## src/rtl/fft_mdc_pkg.sv

```systemverilog
// Shared constants and types for the 32-point MDC FFT datapath.
package fft_mdc_pkg;

    localparam int FFT_WIDTH = 9;
    localparam int FFT_N     = 32;

    // Upper-path delay of each radix-2 MDC stage, halving toward the output.
    localparam int S1_DELAY  = 16;
    localparam int S2_DELAY  = 8;
    localparam int S3_DELAY  = 4;
    localparam int S4_DELAY  = 2;
    localparam int S5_DELAY  = 1;

    typedef struct packed {
        logic signed [FFT_WIDTH-1:0] re;
        logic signed [FFT_WIDTH-1:0] im;
    } cplx_t;

endpackage

```

## src/rtl/mdc_delay_line.sv

```systemverilog
// Enable-gated shift register. q is the word written DEPTH enables ago.
module mdc_delay_line #(
    parameter int DEPTH = 1,
    parameter int W     = 18
) (
    input  logic         clk,
    input  logic         rst,
    input  logic         en,
    input  logic [W-1:0] d,
    output logic [W-1:0] q
);

    genvar gi;
    generate
        for (gi = 0; gi < DEPTH; gi++) begin : g_stage
            logic [W-1:0] data_reg;
            if (gi == 0) begin : g_head
                // Head stage captures the incoming word on each enable.
                always_ff @(posedge clk) begin
                    if (rst)
                        data_reg <= '0;
                    else if (en)
                        data_reg <= d;
                end
            end else begin : g_tail
                // Later stages take over their predecessor's word on each enable.
                always_ff @(posedge clk) begin
                    if (rst)
                        data_reg <= '0;
                    else if (en)
                        data_reg <= g_stage[gi-1].data_reg;
                end
            end
        end
    endgenerate

    assign q = g_stage[DEPTH-1].data_reg;

endmodule

```

## src/rtl/mdc_stage5_delay_ctrl.sv

```systemverilog
// Input-side delay/sequencing stage feeding the last MDC commutator.
// Holds the pair index, the priming counter and the output registers.
module mdc_stage5_delay_ctrl
    import fft_mdc_pkg::*;
#(
    parameter int WIDTH = FFT_WIDTH,
    parameter int DEPTH = S5_DELAY
) (
    input  logic             clk,
    input  logic             rst,
    input  logic             mode,
    input  logic             in_valid,
    input  logic             in_sof,
    input  logic [WIDTH-1:0] inU_re,
    input  logic [WIDTH-1:0] inU_im,
    input  logic [WIDTH-1:0] inL_re,
    input  logic [WIDTH-1:0] inL_im,
    output logic             out_valid,
    output logic             out_sof,
    output logic [WIDTH-1:0] inUI_re,
    output logic [WIDTH-1:0] inUI_im,
    output logic [WIDTH-1:0] inLI_re,
    output logic [WIDTH-1:0] inLI_im,
    output logic             state5_com_flag,
    output logic             mode_out
);

    localparam int PERIOD = 2 * DEPTH;
    localparam int IDX_W  = (PERIOD > 1) ? $clog2(PERIOD) : 1;
    localparam int CNT_W  = $clog2(DEPTH + 1);

    logic [IDX_W-1:0]   idx_reg;
    logic [IDX_W-1:0]   idx_cur;
    logic [IDX_W-1:0]   idx_next;
    logic [CNT_W-1:0]   primed_cnt_reg;
    logic               primed;
    logic               shift_en;
    logic               pass;
    logic [2*WIDTH-1:0] tail;

    logic               out_valid_reg;
    logic               out_sof_reg;
    logic [WIDTH-1:0]   ui_re_reg;
    logic [WIDTH-1:0]   ui_im_reg;
    logic [WIDTH-1:0]   li_re_reg;
    logic [WIDTH-1:0]   li_im_reg;
    logic               flag_reg;
    logic               mode_out_reg;

    // The delay line only moves on accepted samples in switch mode, so bypass
    // traffic leaves its contents intact for when switching resumes.
    assign shift_en = in_valid & ~mode;

    mdc_delay_line #(
        .DEPTH (DEPTH),
        .W     (2 * WIDTH)
    ) u_delay_line (
        .clk (clk),
        .rst (rst),
        .en  (shift_en),
        .d   ({inU_re, inU_im}),
        .q   (tail)
    );

    // Index of the sample being accepted (frame start forces 0) and its successor.
    always_comb begin
        idx_cur  = in_sof ? '0 : idx_reg;
        idx_next = (idx_cur == IDX_W'(PERIOD - 1)) ? '0 : idx_cur + 1'b1;
        primed   = (primed_cnt_reg == CNT_W'(DEPTH));
        pass     = mode | primed;
    end

    // Pair index and priming count advance only on accepted samples.
    always_ff @(posedge clk) begin
        if (rst) begin
            idx_reg        <= '0;
            primed_cnt_reg <= '0;
        end else if (in_valid) begin
            idx_reg <= idx_next;
            if (mode)
                primed_cnt_reg <= '0;
            else if (!primed)
                primed_cnt_reg <= primed_cnt_reg + 1'b1;
        end
    end

    // Output pair registers; data, flag and mode hold across idle cycles.
    always_ff @(posedge clk) begin
        if (rst) begin
            out_valid_reg <= 1'b0;
            out_sof_reg   <= 1'b0;
            ui_re_reg     <= '0;
            ui_im_reg     <= '0;
            li_re_reg     <= '0;
            li_im_reg     <= '0;
            flag_reg      <= 1'b0;
            mode_out_reg  <= 1'b0;
        end else begin
            out_valid_reg <= in_valid & pass;
            out_sof_reg   <= in_valid & in_sof & pass;
            if (in_valid) begin
                if (mode) begin
                    ui_re_reg <= inU_re;
                    ui_im_reg <= inU_im;
                    flag_reg  <= 1'b1;
                end else begin
                    ui_re_reg <= tail[2*WIDTH-1:WIDTH];
                    ui_im_reg <= tail[WIDTH-1:0];
                    flag_reg  <= (idx_cur < IDX_W'(DEPTH));
                end
                li_re_reg    <= inL_re;
                li_im_reg    <= inL_im;
                mode_out_reg <= mode;
            end
        end
    end

    assign out_valid       = out_valid_reg;
    assign out_sof         = out_sof_reg;
    assign inUI_re         = ui_re_reg;
    assign inUI_im         = ui_im_reg;
    assign inLI_re         = li_re_reg;
    assign inLI_im         = li_im_reg;
    assign state5_com_flag = flag_reg;
    assign mode_out        = mode_out_reg;

endmodule

```

## config.mk

```make
export PLATFORM = sky130hd
export DESIGN_NAME = mdc_stage5_delay_ctrl
export DESIGN_NICKNAME = d
export VERILOG_FILES = /design/src/rtl/fft_mdc_pkg.sv /design/src/rtl/mdc_delay_line.sv /design/src/rtl/mdc_stage5_delay_ctrl.sv
export SDC_FILE = /design/constraint.sdc
export NUM_CORES = 1
export LEC_CHECK = 0
export ABC_AREA = 1
export CAP_MARGIN = 20
export CORE_ASPECT_RATIO = 1.75
export CORE_MARGIN = 2
export CORE_UTILIZATION = 45
export DETAILED_ROUTE_END_ITERATION = 8
export PLACE_DENSITY_LB_ADDON = 0.08
export SETUP_SLACK_MARGIN = 0.05
export SYNTH_ARGS = -nofsm -noshare
export SYNTH_HDL_FRONTEND = slang
export SYNTH_SLANG_ARGS = --single-unit
```

## constraint.sdc

```tcl
create_clock -name clk -period 1.2 [get_ports clk]
set_clock_uncertainty 0.1 [all_clocks]
set_input_delay 0.12 -clock clk [delete_from_list [all_inputs] [get_ports clk]]
set_output_delay 0.12 -clock clk [all_outputs]
set_load 0.01 [all_outputs]
```

==> results of run 1 <==
-- worst paths after layout --
kind	depth (start not counted)	start	endpoint
max	1	inUI_re[7]	inUI_re[7]
min	4	in_valid	out_sof
max reg2reg	3	idx_reg	state5_com_flag
min reg2reg	2	primed	primed
-- synth_stat cells --
master,instances,area share
dfxtp_1,60,0.51
a21oi_1,3,0.0064
buf_4,3,0.0096
nand3_1,54,0.12
inv_1,20,0.032
buf_1,1,0.0016
nor3_1,2,0.0043
buf_2,6,0.013
clkinv_1,1,0.0016
buf_6,2,0.0096
nand2_2,1,0.0027
inv_2,1,0.0016
nor2_1,76,0.12
inv_4,1,0.0027
o21ai_0,37,0.079
nand2_1,44,0.071
clkbuf_1,9,0.014
-- layout make-up --
cell class                      count  area share
Multi-Input combinational cell    217      0.2872
Sequential cell                    60      0.3681
Inverter                           23     0.02722
Clock inverter                      4     0.01457
Tap cell                           54     0.02071
Timing Repair Buffer               94      0.2347
Clock buffer                       12     0.04755
-- power breakdown --
part / internal [mW] / switching, mW / total (mW)
Combinational: 0.309 / 0.322 / 0.631
Clock: 1.07 / 0.781 / 1.85
Sequential: 2.12 / 0.0587 / 2.18
Total: 3.49 / 1.16 / 4.66
-- metal layers --
metal  vias to the layer above  share of wire  GRT usage
met1                      1042           0.41     0.2384
met5                         -              0          0
met3                         5          0.065    0.07672
li1                       1194              -          -
met2                        68           0.52     0.3742
met4                         0          0.014    0.09123
-- cell families (layout without fill, tap and decap cells) --
logic type,Yosys count,count (layout),synth area share
AOI/OAI and AO/OA,40,40,0.08556
and+or+nand+nor,177,177,0.3150
buffers and inverters,44,133,0.08609
DFF,60,60,0.5134
-- per-stage QoR --
step | utilization | area [µm²] | hold slack (ns)
after floorplan | - | 2340 | 0.08907
after global placement | 0.6445 | 3208 | 0.3530
after detailed placement | 0.6445 | 3208 | 0.3659
after CTS | 0.6855 | 3412 | 0.1651
after global routing | 0.6556 | 3263 | 0.2003
final | 0.6556 | 3263 | 0.1718
==> results.yml, run 1 <==
placed_design:
  hpwl_um: 3874
  dp_cells: 448
  io_buffers: 80
  place_congestion: 0.7840
  dp_slack_ns: -0.1626
flow_run:
  maxCapViolCount: 0
critical_path:
  r2r_setup_slack_ns: 0.44
  path_class: "reg -> out"
  cp_slowest_cell: "dfxtp_1"
  critPathLaunchType: "flop"
  worstPathArrival_ns: 0.89
  cpPeakStageDelay_ns: 0.33
  critPathMaxFanout: 2
  crit_path_cell_trace: "clkdlybuf4s15_2"
  crit_family: "flip-flops"
  cp-end-kind: "output port"
  crit_required_ns: 0.98
  path_buf_inv: 1
route:
  drt_first_pass_iters: 4
  ant_nets: 0
  wire_per_inst_um: 12.39
  remaining_drc_errors: 0
  vias: 2309
  drt-vias-per-instance: 4.976
  drt-total-wl_um: 5751
  drtIter0Drc: 62
clock_tree:
  cts_made_buffers: 9
  ctsResizeCount: 87
  cts_tree: "built"
  clkSinkCount: 60
  hold_buffers: 0
  cts_max_level: 3
  cts.path.max_buffers: 2
  cts_setup_buffers: 0
  clk_pin_slew_ns: 0.06
  clk_latency_ns: 0.33
  clockRootBuffer: "clkbuf_8"
logic_synthesis:
  syn-num-nets: 362
  syn_area_mm2: 0.002340
  ys_ff_latch: 60
  synth_cell_types: 17
  syn_inst: 321
  syn_area_per_cell_um2: 7.289
  seq_area_frac_synth: 0.5134
  synth_warnings: 0
run_status:
  status: "complete, no violations"
final_layout:
  syn_to_final_growth_pct: 39.47
  nets: 446
  seqCellArea_mm2: 0.001201
  fin_cells: 464
  diodes: 0
  final_cell_mix: "76 x nor2_1, 60 x dfxtp_1, 54 x nand3_1, 44 x nand2_1, 39 x clkdlybuf4s50_1"
  multiInputGateArea_um2: 937.1
  fillers: 478
  mostFrequentLayoutCell: "nor2_1"
  largest_reg_flops: 18
  drive_gt1_frac: 0.1585
sta:
  setup_ws_ns: 0.08848
  worst_pin_slew_ns: 0.2588
  setup_tns_ns: 0
  timing.final.crit_share: 0.9263
  fin_crit_ns: 1.112
  max-slew-margin-rel: 0.8275
  max_freq_ghz: 0.8997
  rsz0062_at_grt: "no"
  maxSlewViolCount: 0
  final-hold-violation-count: 0
  setup_violations: 0
grt:
  grt_max_degree: 42
  grt_pass1_wl_um: 9860
  antenna_found_initial: 0
  grt_overflow: 0
  grt_pass1_vias: 2262
  grt_use_total: 0.2188
floorplan:
  io_pins: 81
  row_count: 34
  die_h_um: 99.39
  die_area_mm2: 0.005815
  dieWidth_um: 58.51
  core_area_mm2: 0.004977
  start_util: 0.4701
power_and_ir_drop:
  ir_worst_vdd_uv: 1397
  report.power.total_mw: 4.655
  power.leakage_nw: 1.573
  p_per_area_mw_per_mm2: 1427
min_path:
  hold_path_class: "in -> reg"
Power figures use the tool's default switching activity.
==> run 2, diff against run 1 <==
CORE_ASPECT_RATIO = 0.75   (was 1.75)
CORE_MARGIN = not set   (was 2)
CORE_UTILIZATION = 46   (was 45)
SYNTH_HIERARCHICAL = 1   (was not set)
==> run 2 against run 1 <==
Net effect: combinational power up 6.8%; maximum frequency fell by 1.3%; count of clock-buffer cells in the layout grew 1; routed wire length up 4.3%; synthesized cell count grew 12%; largest power group unchanged; highest routed layer unchanged.
==> results.yml, run 2 <==
grt:
  grt_max_degree: 38
  grt_pass1_wl_um: 10030
  grt_use_total: 0.2266
  grt_overflow: 0
  grt_pass1_vias: 2245
  antenna_found_initial: 0
sta:
  max-slew-margin-rel: 0.7952
  timing.final.crit_share: 0.9386
  fin_crit_ns: 1.126
  final-hold-violation-count: 0
  worst_pin_slew_ns: 0.3068
  hold_slack_ns: 0.2138
  max_freq_ghz: 0.8879
  rsz0062_at_grt: "yes"
  setup_violations: 0
  maxSlewViolCount: 0
clock_tree:
  cts.path.max_buffers: 2
  hold_buffers: 0
  clkSinkCount: 60
  cts_setup_buffers: 0
  cts_made_buffers: 9
  clk_latency_ns: 0.33
  clk_pin_slew_ns: 0.06
  clockRootBuffer: "clkbuf_8"
  cts_tree: "built"
  cts_max_level: 3
logic_synthesis:
  syn_inst: 359
  ys_ff_latch: 60
  synthTopCellsByCount: "79 x nand2_1, 75 x nor2_1, 60 x dfxtp_1, 54 x nand3_1, 38 x inv_1"
  syn_area_per_cell_um2: 6.970
  synth_cell_types: 15
  yosysTopAreaCell: "dfxtp_1"
  yosys-top-cells-area: "dfxtp_1 48%, nand2_1 12%, nor2_1 11%, nand3_1 11%, inv_1 5.7%"
  syn-num-nets: 400
  synthFlopType: "dfxtp_1"
  synth_warnings: 6
  syn_area_mm2: 0.002502
  synthArstFlopShare: 0
  yosys.area.top_type_share: 0.4800
  seq_area_frac_synth: 0.4800
  post-synth-top-count-cell: "nand2_1"
  synth_edf_count: 0
min_path:
  hold_path_class: "in -> reg"
power_and_ir_drop:
  p_per_area_mw_per_mm2: 1310
  ir_worst_vdd_uv: 741.7
  power.leakage_nw: 1.726
floorplan:
  core_area_mm2: 0.005065
  die_area_mm2: 0.005742
  row_count: 22
  start_util: 0.4941
  die_h_um: 65.88
  dieWidth_um: 87.17
  io_pins: 81
route:
  vias: 2415
  remaining_drc_errors: 0
  drt-total-wl_um: 6000
  drt_first_pass_iters: 5
  drtIter0Drc: 160
  ant_nets: 0
  drt-vias-per-instance: 4.671
  wire_per_inst_um: 11.61
critical_path:
  worstPathArrival_ns: 1.26
  cp-end-kind: "flop"
  path_class: "in -> reg"
  crit_required_ns: 1.33
  critPathLaunchType: "input pin"
  critPathMaxFanout: 37
final_layout:
  drive_gt1_frac: 0.1461
  diodes: 0
  nets: 482
  syn_to_final_growth_pct: 35.35
  final_cell_mix: "79 x nand2_1, 74 x nor2_1, 59 x dfxtp_1, 54 x nand3_1, 39 x clkdlybuf4s50_1"
  mostFrequentLayoutCell: "nand2_1"
  fin_util: 0.6687
  largest_reg_flops: 18
run_status:
  status: "complete, no violations"
flow_run:
  maxCapViolCount: 0
placed_design:
  place_congestion: 0.7459
  io_buffers: 80
  hpwl_um: 3983
-- run 2: changes by cell type after synthesis, sizes merged --
cell / previous run / this run
inv: 22 / 41
clkinv: 1 / 0
nor2: 76 / 77
nand2: 45 / 79
buf: 12 / 21
o21ai: 37 / 20
clkbuf: 9 / 2
-- run 2: worst max-delay path, stage by stage --
cell	delay, ns
clkdlybuf4s50_1	0.51
nor2_2	0.21
buf_12	0.21
nand2_1	0.07
nand2_1	0.08
nor2_1	0.05
-- run 2: cell type report --
type	count	area, µm²
sequential	60	1202
multi-input combinational	235	988.4
timing repair buffer	94	780.7
fill	484	1678
clock buffer	13	158.9
inverter	41	156.4
tap	72	90.09
clock inverter	2	10.01
-- run 2: per-layer routing --
| metal | vias to the layer above | share of wire | global-route usage |
|---|---|---|---|
| met2 | 71 | 0.45 | 0.3937 |
| li1 | 1270 | - | - |
| met3 | 9 | 0.067 | 0.07366 |
| met4 | 0 | 0.013 | 0.07582 |
| met5 | - | 0 | 0 |
| met1 | 1065 | 0.47 | 0.2643 |
-- run 2: repair_timing --
item | 4_1_cts | 5_1_grt
endpoints found under the setup margin | 40 | 35
pin swaps | 0 | 0
resized for setup | 78 | 36
-- run 2: per-stage QoR --
stage / std cells / setup slack [ns] / cell area (µm²) / total power [mW] / setup TNS (ns)
floorplan: 359 / 0.05983 / 2505 / 2.586 / 0
global placement: 502 / -0.1554 / 3359 / 2.943 / -5.699
detailed placement: 502 / -0.1964 / 3359 / 2.962 / -7.167
CTS: 517 / 0.001786 / 3526 / 4.501 / 0
global route: 517 / 0.02598 / 3387 / 4.644 / 0
finish: 517 / 0.07369 / 3387 / 4.436 / 0
-- run 2: cells by family (layout without fill, tap and decap cells) --
logic type	Yosys count	in the layout	share of synthesized area
DFF	60	60	0.4800
and+or+nand+nor	212	212	0.3480
buffers and inverters	64	150	0.1260
AOI/OAI and AO/OA	23	23	0.04600
-- run 2: final timing paths --
| check | start | to | slack [ns] | cells past startpoint |
|---|---|---|---|---|
| worst max-delay path | mode | u_delay_line/q[10] | 0.07 | 6 |
| worst min register to register | u_delay_line/q[16] | u_delay_line/q[16] | 0.37 | 2 |
| worst min-delay path | in_valid | mode_out | 0.21 | 4 |
| worst max register to register | u_delay_line/q[0] | inUI_im[0] | 0.43 | 4 |
-- run 2: power breakdown --
part | internal (mW) | switching [mW]
sequential | 2.12 | 0.0613
clock | 0.845 | 0.736
combinational | 0.325 | 0.348
